File: src/rtl/sorted_dedup_if.sv
// Stream handshake bundle for sorted_dedup: sink side in, source side out,
// plus the per-packet duplicate count and framing error flag.
interface sorted_dedup_if #(
    parameter int DWIDTH = 64,
    parameter int CWIDTH = 7
);
    logic [DWIDTH-1:0] snk_data_i;
    logic              snk_startofpacket_i;
    logic              snk_endofpacket_i;
    logic              snk_valid_i;
    logic              snk_ready_o;
    logic [DWIDTH-1:0] src_data_o;
    logic              src_startofpacket_o;
    logic              src_endofpacket_o;
    logic              src_valid_o;
    logic              src_ready_i;
    logic [CWIDTH-1:0] dup_cnt_o;
    logic              err_o;

    modport slave (
        input  snk_data_i, snk_startofpacket_i, snk_endofpacket_i,
        input  snk_valid_i, src_ready_i,
        output snk_ready_o, src_data_o, src_startofpacket_o,
        output src_endofpacket_o, src_valid_o, dup_cnt_o, err_o
    );

    modport master (
        output snk_data_i, snk_startofpacket_i, snk_endofpacket_i,
        output snk_valid_i, src_ready_i,
        input  snk_ready_o, src_data_o, src_startofpacket_o,
        input  src_endofpacket_o, src_valid_o, dup_cnt_o, err_o
    );
endinterface

File: src/rtl/sorted_dedup.sv
// Drops adjacent repeated words from sorted packets, counting discards.
// Define SORTED_DEDUP_FRAMING_CHECK_EN to compile in the sticky framing check.
module sorted_dedup #(
    parameter int DWIDTH      = 64,
    parameter int MAX_PKT_LEN = 128,
    localparam int CWIDTH     = $clog2(MAX_PKT_LEN)
) (
    input  logic          clk_i,
    input  logic          arst_n_i,
    sorted_dedup_if.slave bus
);
    typedef enum logic [1:0] {
        IDLE,
        HOLD,
        FLUSH
    } state_t;

    state_t            state;
    logic [DWIDTH-1:0] hold_q;
    logic              hold_sop_q;
    logic [CWIDTH-1:0] cnt_q;

    logic [DWIDTH-1:0] out_data_q;
    logic              out_sop_q;
    logic              out_eop_q;
    logic              out_valid_q;
    logic [CWIDTH-1:0] out_dup_q;

    logic out_free;
    logic snk_ready;
    logic acc;
    logic same;

    assign out_free  = !out_valid_q || bus.src_ready_i;
    // Gated by reset so the sink sees not-ready while reset is held.
    assign snk_ready = arst_n_i &&
                       ((state == IDLE) || (state == HOLD && out_free));
    assign acc       = bus.snk_valid_i && snk_ready;
    assign same      = (bus.snk_data_i == hold_q);

    assign bus.snk_ready_o         = snk_ready;
    assign bus.src_data_o          = out_data_q;
    assign bus.src_startofpacket_o = out_sop_q;
    assign bus.src_endofpacket_o   = out_eop_q;
    assign bus.src_valid_o         = out_valid_q;
    assign bus.dup_cnt_o           = out_dup_q;

    always_ff @(posedge clk_i or negedge arst_n_i) begin
        if (!arst_n_i) begin
            state       <= IDLE;
            hold_q      <= '0;
            hold_sop_q  <= 1'b0;
            cnt_q       <= '0;
            out_data_q  <= '0;
            out_sop_q   <= 1'b0;
            out_eop_q   <= 1'b0;
            out_valid_q <= 1'b0;
            out_dup_q   <= '0;
        end else begin
            // Drained beat frees the register; a load below overrides this.
            if (bus.src_ready_i) out_valid_q <= 1'b0;
            case (state)
                IDLE: begin
                    if (acc && bus.snk_startofpacket_i) begin
                        hold_q     <= bus.snk_data_i;
                        hold_sop_q <= 1'b1;
                        cnt_q      <= '0;
                        state      <= bus.snk_endofpacket_i ? FLUSH : HOLD;
                    end
                end
                HOLD: begin
                    if (acc) begin
                        if (same) begin
                            if (cnt_q != '1) cnt_q <= cnt_q + 1'b1;
                        end else begin
                            out_data_q  <= hold_q;
                            out_sop_q   <= hold_sop_q;
                            out_eop_q   <= 1'b0;
                            out_dup_q   <= '0;
                            out_valid_q <= 1'b1;
                            hold_q      <= bus.snk_data_i;
                            hold_sop_q  <= 1'b0;
                        end
                        if (bus.snk_endofpacket_i) state <= FLUSH;
                    end
                end
                FLUSH: begin
                    if (out_free) begin
                        out_data_q  <= hold_q;
                        out_sop_q   <= hold_sop_q;
                        out_eop_q   <= 1'b1;
                        out_dup_q   <= cnt_q;
                        out_valid_q <= 1'b1;
                        state       <= IDLE;
                    end
                end
                default: state <= IDLE;
            endcase
        end
    end

`ifdef SORTED_DEDUP_FRAMING_CHECK_EN
    logic err_q;

    always_ff @(posedge clk_i or negedge arst_n_i) begin
        if (!arst_n_i) begin
            err_q <= 1'b0;
        end else if (acc) begin
            if (state == IDLE && !bus.snk_startofpacket_i) err_q <= 1'b1;
            if (state == HOLD && bus.snk_startofpacket_i) err_q <= 1'b1;
        end
    end

    assign bus.err_o = err_q;
`else
    assign bus.err_o = 1'b0;
`endif
endmodule

File: src/flat_wrapper.sv
// flat-port wrapper written by rule: the top's interface ports become plain ports
module sorted_dedup_flat 
#(
    parameter int DWIDTH      = 64,
    parameter int MAX_PKT_LEN = 128,
    localparam int CWIDTH     = $clog2(MAX_PKT_LEN)
)
  (clk_i, arst_n_i, bus_snk_data_i, bus_snk_startofpacket_i, bus_snk_endofpacket_i, bus_snk_valid_i, bus_src_ready_i, bus_snk_ready_o, bus_src_data_o, bus_src_startofpacket_o, bus_src_endofpacket_o, bus_src_valid_o, bus_dup_cnt_o, bus_err_o);
  sorted_dedup_if #(.DWIDTH(DWIDTH), .CWIDTH((7))) bus_i ();
  input  logic clk_i;
  input  logic arst_n_i;
  input wire logic [$bits(bus_i.snk_data_i)-1:0] bus_snk_data_i;
  input wire logic [$bits(bus_i.snk_startofpacket_i)-1:0] bus_snk_startofpacket_i;
  input wire logic [$bits(bus_i.snk_endofpacket_i)-1:0] bus_snk_endofpacket_i;
  input wire logic [$bits(bus_i.snk_valid_i)-1:0] bus_snk_valid_i;
  input wire logic [$bits(bus_i.src_ready_i)-1:0] bus_src_ready_i;
  output wire logic [$bits(bus_i.snk_ready_o)-1:0] bus_snk_ready_o;
  output wire logic [$bits(bus_i.src_data_o)-1:0] bus_src_data_o;
  output wire logic [$bits(bus_i.src_startofpacket_o)-1:0] bus_src_startofpacket_o;
  output wire logic [$bits(bus_i.src_endofpacket_o)-1:0] bus_src_endofpacket_o;
  output wire logic [$bits(bus_i.src_valid_o)-1:0] bus_src_valid_o;
  output wire logic [$bits(bus_i.dup_cnt_o)-1:0] bus_dup_cnt_o;
  output wire logic [$bits(bus_i.err_o)-1:0] bus_err_o;
  assign bus_i.snk_data_i = bus_snk_data_i;
  assign bus_i.snk_startofpacket_i = bus_snk_startofpacket_i;
  assign bus_i.snk_endofpacket_i = bus_snk_endofpacket_i;
  assign bus_i.snk_valid_i = bus_snk_valid_i;
  assign bus_i.src_ready_i = bus_src_ready_i;
  assign bus_snk_ready_o = bus_i.snk_ready_o;
  assign bus_src_data_o = bus_i.src_data_o;
  assign bus_src_startofpacket_o = bus_i.src_startofpacket_o;
  assign bus_src_endofpacket_o = bus_i.src_endofpacket_o;
  assign bus_src_valid_o = bus_i.src_valid_o;
  assign bus_dup_cnt_o = bus_i.dup_cnt_o;
  assign bus_err_o = bus_i.err_o;
  sorted_dedup #(.DWIDTH(DWIDTH), .MAX_PKT_LEN(MAX_PKT_LEN)) u_core (.clk_i(clk_i), .arst_n_i(arst_n_i), .bus(bus_i));
endmodule
File: config.mk
export PLATFORM = sky130hd
export DESIGN_NAME = sorted_dedup_flat
export DESIGN_NICKNAME = d
export VERILOG_FILES = /design/src/rtl/sorted_dedup_if.sv /design/src/rtl/sorted_dedup.sv /design/src/flat_wrapper.sv
export SDC_FILE = /design/constraint.sdc
export NUM_CORES = 1
export LEC_CHECK = 0
export CAP_MARGIN = 15
export CORE_MARGIN = 2
export CORE_UTILIZATION = 46
export DETAILED_ROUTE_END_ITERATION = 6
export PLACE_DENSITY = 0.86
export REMOVE_ABC_BUFFERS = 1
export SLEW_MARGIN = 30
export SYNTH_ARGS = -nofsm -noshare
export SYNTH_HDL_FRONTEND = slang
export SYNTH_SLANG_ARGS = --single-unit
File: constraint.sdc
create_clock -name clk_i -period 2.2 [get_ports clk_i]
set_input_delay 0.22 -clock clk_i [delete_from_list [all_inputs] [get_ports clk_i]]
set_output_delay 0.22 -clock clk_i [all_outputs]
set_load 0.02 [all_outputs]
==> results.py, run 1 <==
metrics = {
    "critical_path": {
        "cp_slowest_stage_delay_ns": 0.39,
        "rr_worst_depth": 9,
        "r2r_slack_ns": -0.25,
        "endpoint": "u_core.hold_q[50]",
        "end_kind": "register",
        "rr_startpoint": "u_core.hold_q[12]",
        "critPathKind": "register to register",
        "startpoint_type": "register",
        "r2r_end": "u_core.hold_q[50]",
        "crit_path_max_fanout": 19,
        "worst_path_max_delay_cell": "dfrtp_1",
        "crit_start": "u_core.hold_q[12]",
        "required_ns": 2.49,
        "path_cells": "xnor2_1, nand4_1, nor4_4, buf_4, nand4_4, a21oi_4, buf_12, buf_16, mux2_2",
        "arrival_ns": 2.74,
    },
    "clocking": {
        "cts_root_buffer": "clkbuf_16",
        "cts.sinks": 148,
        "clk_latency_ns": 0.41,
        "cts_tree": "yes",
        "path_clk_slew_ns": 0.06,
        "clk_path_buf_depth": 2,
        "cts_hold_buf": 0,
        "cts_max_level": 4,
        "cts_buffers": 17,
    },
    "power_and_ir_drop": {
        "clock_power_share": 0.159,
        "p_int_mw": 11.12,
        "switchingPower_mw": 5.507,
        "pwr-share-comb": 0.537,
        "ir_drop_v": 0.0008408,
        "power_leakage_nw": 4.470,
        "p_seq_frac": 0.303,
        "swShare": 0.3312,
        "power.total_mw": 16.63,
        "cellPowerDensity_nw_per_um2": 1676,
    },
    "finish": {
        "drive_gt1_frac": 0.3479,
        "final_cell_area_um2": 9923,
        "multi_input_area_um2": 3049,
        "postLayoutCoreUtil": 0.7121,
        "syn_to_final_growth_pct": 50.89,
        "final_cells": 887,
        "final-seq-area_um2": 3704,
        "antennaDiodeCount": 0,
        "num-fill-cells": 909,
        "layout.nets": 769,
    },
    "synth": {
        "syn_avg_cell_area_um2": 14.14,
        "syn-cell-area_um2": 6576,
        "ys.flop_type": "dfrtp_1",
        "ys_async_sr_fraction": 1.000,
        "seq_area_frac_synth": 0.5632,
        "synthCells": 465,
        "synth.distinct_cells": 39,
        "ys_seq_elements": 148,
        "yosys_warnings": 0,
        "synth-edff-count": 0,
    },
    "floorplanning": {
        "ios": 146,
        "core-area_um2": 13930,
        "die_h_um": 123.6,
        "die-area_um2": 15270,
        "initial_core_util": 0.4719,
        "num_rows": 43,
        "die_x_um": 123.6,
    },
    "global_routing": {
        "grt_pass1_wl_um": 26790,
        "grt_pass1_vias": 5011,
        "grt_use_total": 0.2337,
        "overflow": 0,
        "antenna_found_initial": 0,
        "grt_max_degree": 149,
    },
    "placed_design": {
        "port_buffers": 144,
        "placed_cell_area_um2": 8645,
        "dp_slack_ns": -0.8349,
        "globalplace.congestion": 0.8911,
        "dp_cells": 835,
        "dp_hpwl_um": 10400,
    },
    "detailed_routing": {
        "avgRoutedWirePerCell_um": 19.86,
        "via_per_inst": 5.352,
        "dr.pass1.iters": 5,
        "vias": 4747,
        "drc": 0,
        "drt_iter0_markers": 266,
        "ant_nets": 0,
        "routed_wl_um": 17620,
    },
    "sta": {
        "worst_slack_ns": -0.2496,
        "finalSetupViolCount": 137,
        "period_minus_slack_ns": 2.450,
        "skew_ns": 0.008112,
        "whs_ns": -0.03036,
        "slew_viol_final": 0,
        "post-route-period-util": 1.113,
        "tns_ns": -26.69,
        "max_slew_margin": 0.4779,
        "finalHoldViolCount": 58,
        "fmax_mhz": 408.2,
        "rsz0062_at_grt": "true",
        "tightest_slew_ns": 0.7832,
    },
    "run_status": {
        "violations": "hold timing, setup timing",
        "outcome": "complete, but fails checks",
    },
    "run": {
        "max_cap_viol_count": 0,
    },
    "hold_path": {
        "hold_class": "input port to asynchronous set/reset pin",
    },
}
-- logic make-up after synthesis --
| kind of cell | synth area share |
|---|---|
| buffers and inverters | 0.02397 |
| AO/OA/AOI/OAI | 0.04224 |
| multiplexers | 0.2237 |
| XOR/XNOR | 0.08524 |
| adder cells (fa/ha/maj) | 0.007611 |
| AND/OR/NAND/NOR | 0.05346 |
| flip-flops | 0.5632 |
| other | 0.0005702 |
-- layer usage --
metal / wire length, um / vias up / global-route usage / share of wire
met5: 0 / - / 0 / 0
met4: 216 / 0 / 0.05824 / 0.012
met3: 964 / 22 / 0.06365 / 0.055
met2: 8918 / 163 / 0.3994 / 0.51
met1: 7518 / 2428 / 0.2944 / 0.43
li1: - / 2134 / - / -
-- power by group through the flow --
| stage | sequential, mW | clock (mW) | combinational (mW) |
|---|---|---|---|
| after floorplan | 5.66 | 0 | 3.30 |
| after global placement | 4.93 | 0 | 6.86 |
| after detailed placement | 5.02 | 0 | 7.11 |
| after CTS | 5.02 | 2.69 | 8.67 |
| after global routing | 5.19 | 2.82 | 9.44 |
| final | 5.04 | 2.65 | 8.94 |
-- flip-flops by register name, summed over array words and instances (netlist names) --
register and cells:
u_core.bus.src_data_o 64, u_core.hold_q 64, u_core.bus.dup_cnt_o 7, u_core.cnt_q 7
u_core.state 2, u_core.bus.src_endofpacket_o 1, u_core.bus.src_startofpacket_o 1, u_core.bus.src_valid_o 1
u_core.hold_sop_q 1
-- worst min-delay path by stage --
stage                         from                             end
after floorplan           arst_n_i         u_core.bus.dup_cnt_o[0]
after global routing      arst_n_i       u_core.bus.src_data_o[12]
after CTS                 arst_n_i         u_core.bus.dup_cnt_o[6]
after global placement    arst_n_i  u_core.bus.src_startofpacket_o
after detailed placement  arst_n_i         u_core.bus.dup_cnt_o[6]
final                     arst_n_i  u_core.bus.src_startofpacket_o
-- layout make-up --
type,count,area share
clock buffer,27,0.05270
clock inverter,4,0.002017
inverter,4,0.001513
multi-input combinational,295,0.3073
sequential,148,0.3732
tap,180,0.02270
timing repair buffer,229,0.2406
-- cell usage after synthesis, drive strengths merged, types with 5 or more instances --
cell type / number / share of area
xnor2: 64 / 0.085
nor2: 8 / 0.0046
dfrtp: 148 / 0.56
nor4: 5 / 0.0048
and3: 6 / 0.0057
nand4: 19 / 0.019
a21oi: 5 / 0.0055
mux2: 130 / 0.22
buf: 14 / 0.019
nand2: 9 / 0.0051
a22o: 7 / 0.0093
-- critical path, delay by kind of cell (launching register included) --
kind / cells / cell delay, ns
and+or+nand+nor: 3 / 0.67
buffers and inverters: 3 / 0.52
DFF: 1 / 0.39
muxes: 1 / 0.36
AOI/OAI and AO/OA: 1 / 0.22
xor gates and xnor gates: 1 / 0.15
-- repair_timing --
action | CTS | global route
resized for setup | 86 | 14
setup buffers | 12 | 1
pin swaps | 7 | 9
gates cloned | 7 | 3
endpoints found under the setup margin | 144 | 144
-- layout by cell type (no fill, tap or decap), drive strengths merged, types with 5 or more instances in the layout --
| master | n |
|---|---|
| nand4 | 19 |
| a22o | 7 |
| a21oi | 5 |
| dfrtp | 148 |
| xnor2 | 64 |
| buf | 83 |
| and3 | 6 |
| nor4 | 5 |
| nand2 | 9 |
| nor2 | 8 |
| mux2 | 130 |
| clkbuf | 31 |
| clkdlybuf4s50 | 142 |
(Power assumes the default switching activity.)
==> run 2: changes to the inputs <==
- GPL_TIMING_DRIVEN: default -> 0
==> run 2 against run 1 <==
The run still ends with hold timing, setup timing left. Sequential power increased by 3%. Combinational power increased by 6.2%. Clock skew increased by 0.0018 ns. Via count decreased by 0.88%. Worst setup slack got worse by 0.26 ns. Hold slack got worse by 0.22 ns. Global-route usage decreased by 1.1 points. Sequential cell count unchanged. Critical path depth increased by 1.
==> results.py, run 2 (synthesis gave the netlist of run 1 again) <==
metrics = {
    "placed_design": {
        "port_buffers": 144,
        "globalplace.congestion": 0.8359,
        "dp_hpwl_um": 10190,
    },
    "sta": {
        "finalHoldViolCount": 72,
        "tightest_slew_ns": 0.5734,
        "worst_slack_ns": -0.5075,
        "skew_ns": 0.009904,
        "tns_ns": -55.63,
        "period_minus_slack_ns": 2.708,
        "max_slew_margin": 0.6178,
        "post-route-period-util": 1.231,
        "rsz0062_at_grt": "true",
        "slew_viol_final": 0,
        "whs_ns": -0.2514,
        "finalSetupViolCount": 142,
        "fmax_mhz": 369.3,
    },
    "critical_path": {
        "end_kind": "register",
        "path_cells": "xnor2_2, nand4_1, nor4_4, nand4_2, buf_6, a41oi_4, buf_12, buf_8, clkbuf_16, mux2_4",
        "r2r_end": "u_core.bus.src_data_o[1]",
        "rr_worst_depth": 10,
        "r2r_slack_ns": -0.51,
        "required_ns": 2.51,
        "cp_top_family": "simple AND/OR/NAND/NOR gates",
        "cp_slowest_stage_delay_ns": 0.43,
        "startpoint_type": "register",
        "rr_startpoint": "u_core.hold_q[55]",
        "worst_path_max_delay_cell": "nor4_4",
        "path_buf_inv": 4,
        "critPathKind": "register to register",
        "arrival_ns": 3.02,
        "crit_path_max_fanout": 8,
    },
    "finish": {
        "layout.nets": 736,
        "final_cell_mix": "148 x dfrtp_1, 142 x clkdlybuf4s50_1, 119 x mux2_4, 62 x xnor2_1, 25 x clkbuf_16",
        "multi_input_area_um2": 3272,
        "num-fill-cells": 825,
        "syn_to_final_growth_pct": 55.33,
        "drive_gt1_frac": 0.3422,
        "final-seq-area_um2": 3704,
        "postLayoutCoreUtil": 0.7331,
        "final_common_cell": "dfrtp_1",
        "antennaDiodeCount": 0,
    },
    "clocking": {
        "cts_buffers": 17,
        "clk_path_buf_depth": 2,
        "cts_root_buffer": "clkbuf_16",
        "cts_max_level": 4,
        "cts_tree": "yes",
        "cts.sinks": 148,
        "path_clk_slew_ns": 0.06,
        "clk_latency_ns": 0.43,
    },
    "global_routing": {
        "antenna_found_initial": 0,
        "grt_pass1_vias": 4805,
        "grt_max_degree": 77,
        "overflow": 0,
        "grt_pass1_wl_um": 25530,
        "grt_use_total": 0.2223,
    },
    "run": {
        "max_cap_viol_count": 0,
    },
    "power_and_ir_drop": {
        "cellPowerDensity_nw_per_um2": 1774,
        "ir_drop_v": 0.0009585,
        "power_leakage_nw": 4.690,
    },
    "floorplanning": {
        "die_h_um": 123.6,
        "num_rows": 43,
        "die-area_um2": 15270,
        "core-area_um2": 13930,
        "die_x_um": 123.6,
        "initial_core_util": 0.4719,
        "ios": 146,
    },
    "detailed_routing": {
        "ant_nets": 0,
        "dr.pass1.iters": 5,
        "avgRoutedWirePerCell_um": 20.83,
        "routed_wl_um": 17810,
        "via_per_inst": 5.503,
        "drt_iter0_markers": 424,
        "vias": 4705,
        "drc": 0,
    },
    "run_status": {
        "outcome": "complete, but fails checks",
        "violations": "hold timing, setup timing",
    },
    "hold_path": {
        "hold_class": "input port to asynchronous set/reset pin",
    },
}
[run 2: cell count changes in the layout (fill, tap and decap cells not counted), sizes merged]
cell         previous run  this run
dlygate4sd2             0         1
bufinv                  0         6
clkinv                  4         2
buf                    83        45
clkbuf                 31        32
[run 2: timing repair]
action,4_1_cts,5_1_grt
resized for setup,85,90
gates cloned,2,8
setup endpoints to repair,146,143
pin swaps,10,17
buffers inserted,21,16
endpoints found under the hold margin,72,72
[run 2: how the worst max path moves through the flow]
stage                                            to          startpoint  slack [ns]  cells past startpoint
after floorplan            u_core.bus.src_data_o[0]   u_core.hold_q[59]       -1.02                      6
after global placement     u_core.bus.src_data_o[1]            arst_n_i       -6.17                      6
after detailed placement  u_core.bus.src_data_o[16]  bus_snk_data_i[63]       -1.52                      9
after CTS                         u_core.hold_q[63]   u_core.hold_q[16]       -0.39                     11
after global routing      u_core.bus.src_data_o[28]   u_core.hold_q[18]       -0.60                     10
final                      u_core.bus.src_data_o[1]   u_core.hold_q[55]       -0.51                     10
[run 2: metrics by stage]
| step | area (um2) | hold slack, ns | std cells | worst slack, ns | power (mW) |
|---|---|---|---|---|---|
| after global routing | 10210 | -0.2195 | 855 | -0.5970 | 18.94 |
| after detailed placement | 8314 | 0.2216 | 781 | -1.516 | 11.72 |
| after CTS | 9633 | -0.2338 | 835 | -0.3914 | 16.76 |
| after floorplan | 6434 | -0.07559 | 447 | -1.023 | 8.968 |
| final | 10210 | -0.2514 | 855 | -0.5075 | 18.12 |
| after global placement | 8100 | 0.4594 | 771 | -6.168 | 10.94 |
[run 2: power breakdown]
part	internal, mW	switching (mW)	leakage, nW
Combinational	5.88	3.61	2.56
Sequential	4.09	1.08	1.78
Clock	2.34	1.12	0.352
Total	12.3	5.81	4.69
[run 2: area by class of cell]
cell class	count	area share
well taps	180	0.02205
repair buffers	196	0.2239
multi-input cells	295	0.3203
clock inverters	8	0.01862
clock buffers	24	0.05108
flip-flops and latches	148	0.3626
inverters	4	0.001470
[run 2: metal layers]
metal	routed length [um]	GRT usage
met1	7424	0.2767
met2	9056	0.3688
met3	1052	0.06319
met4	276	0.08168
met5	0	0
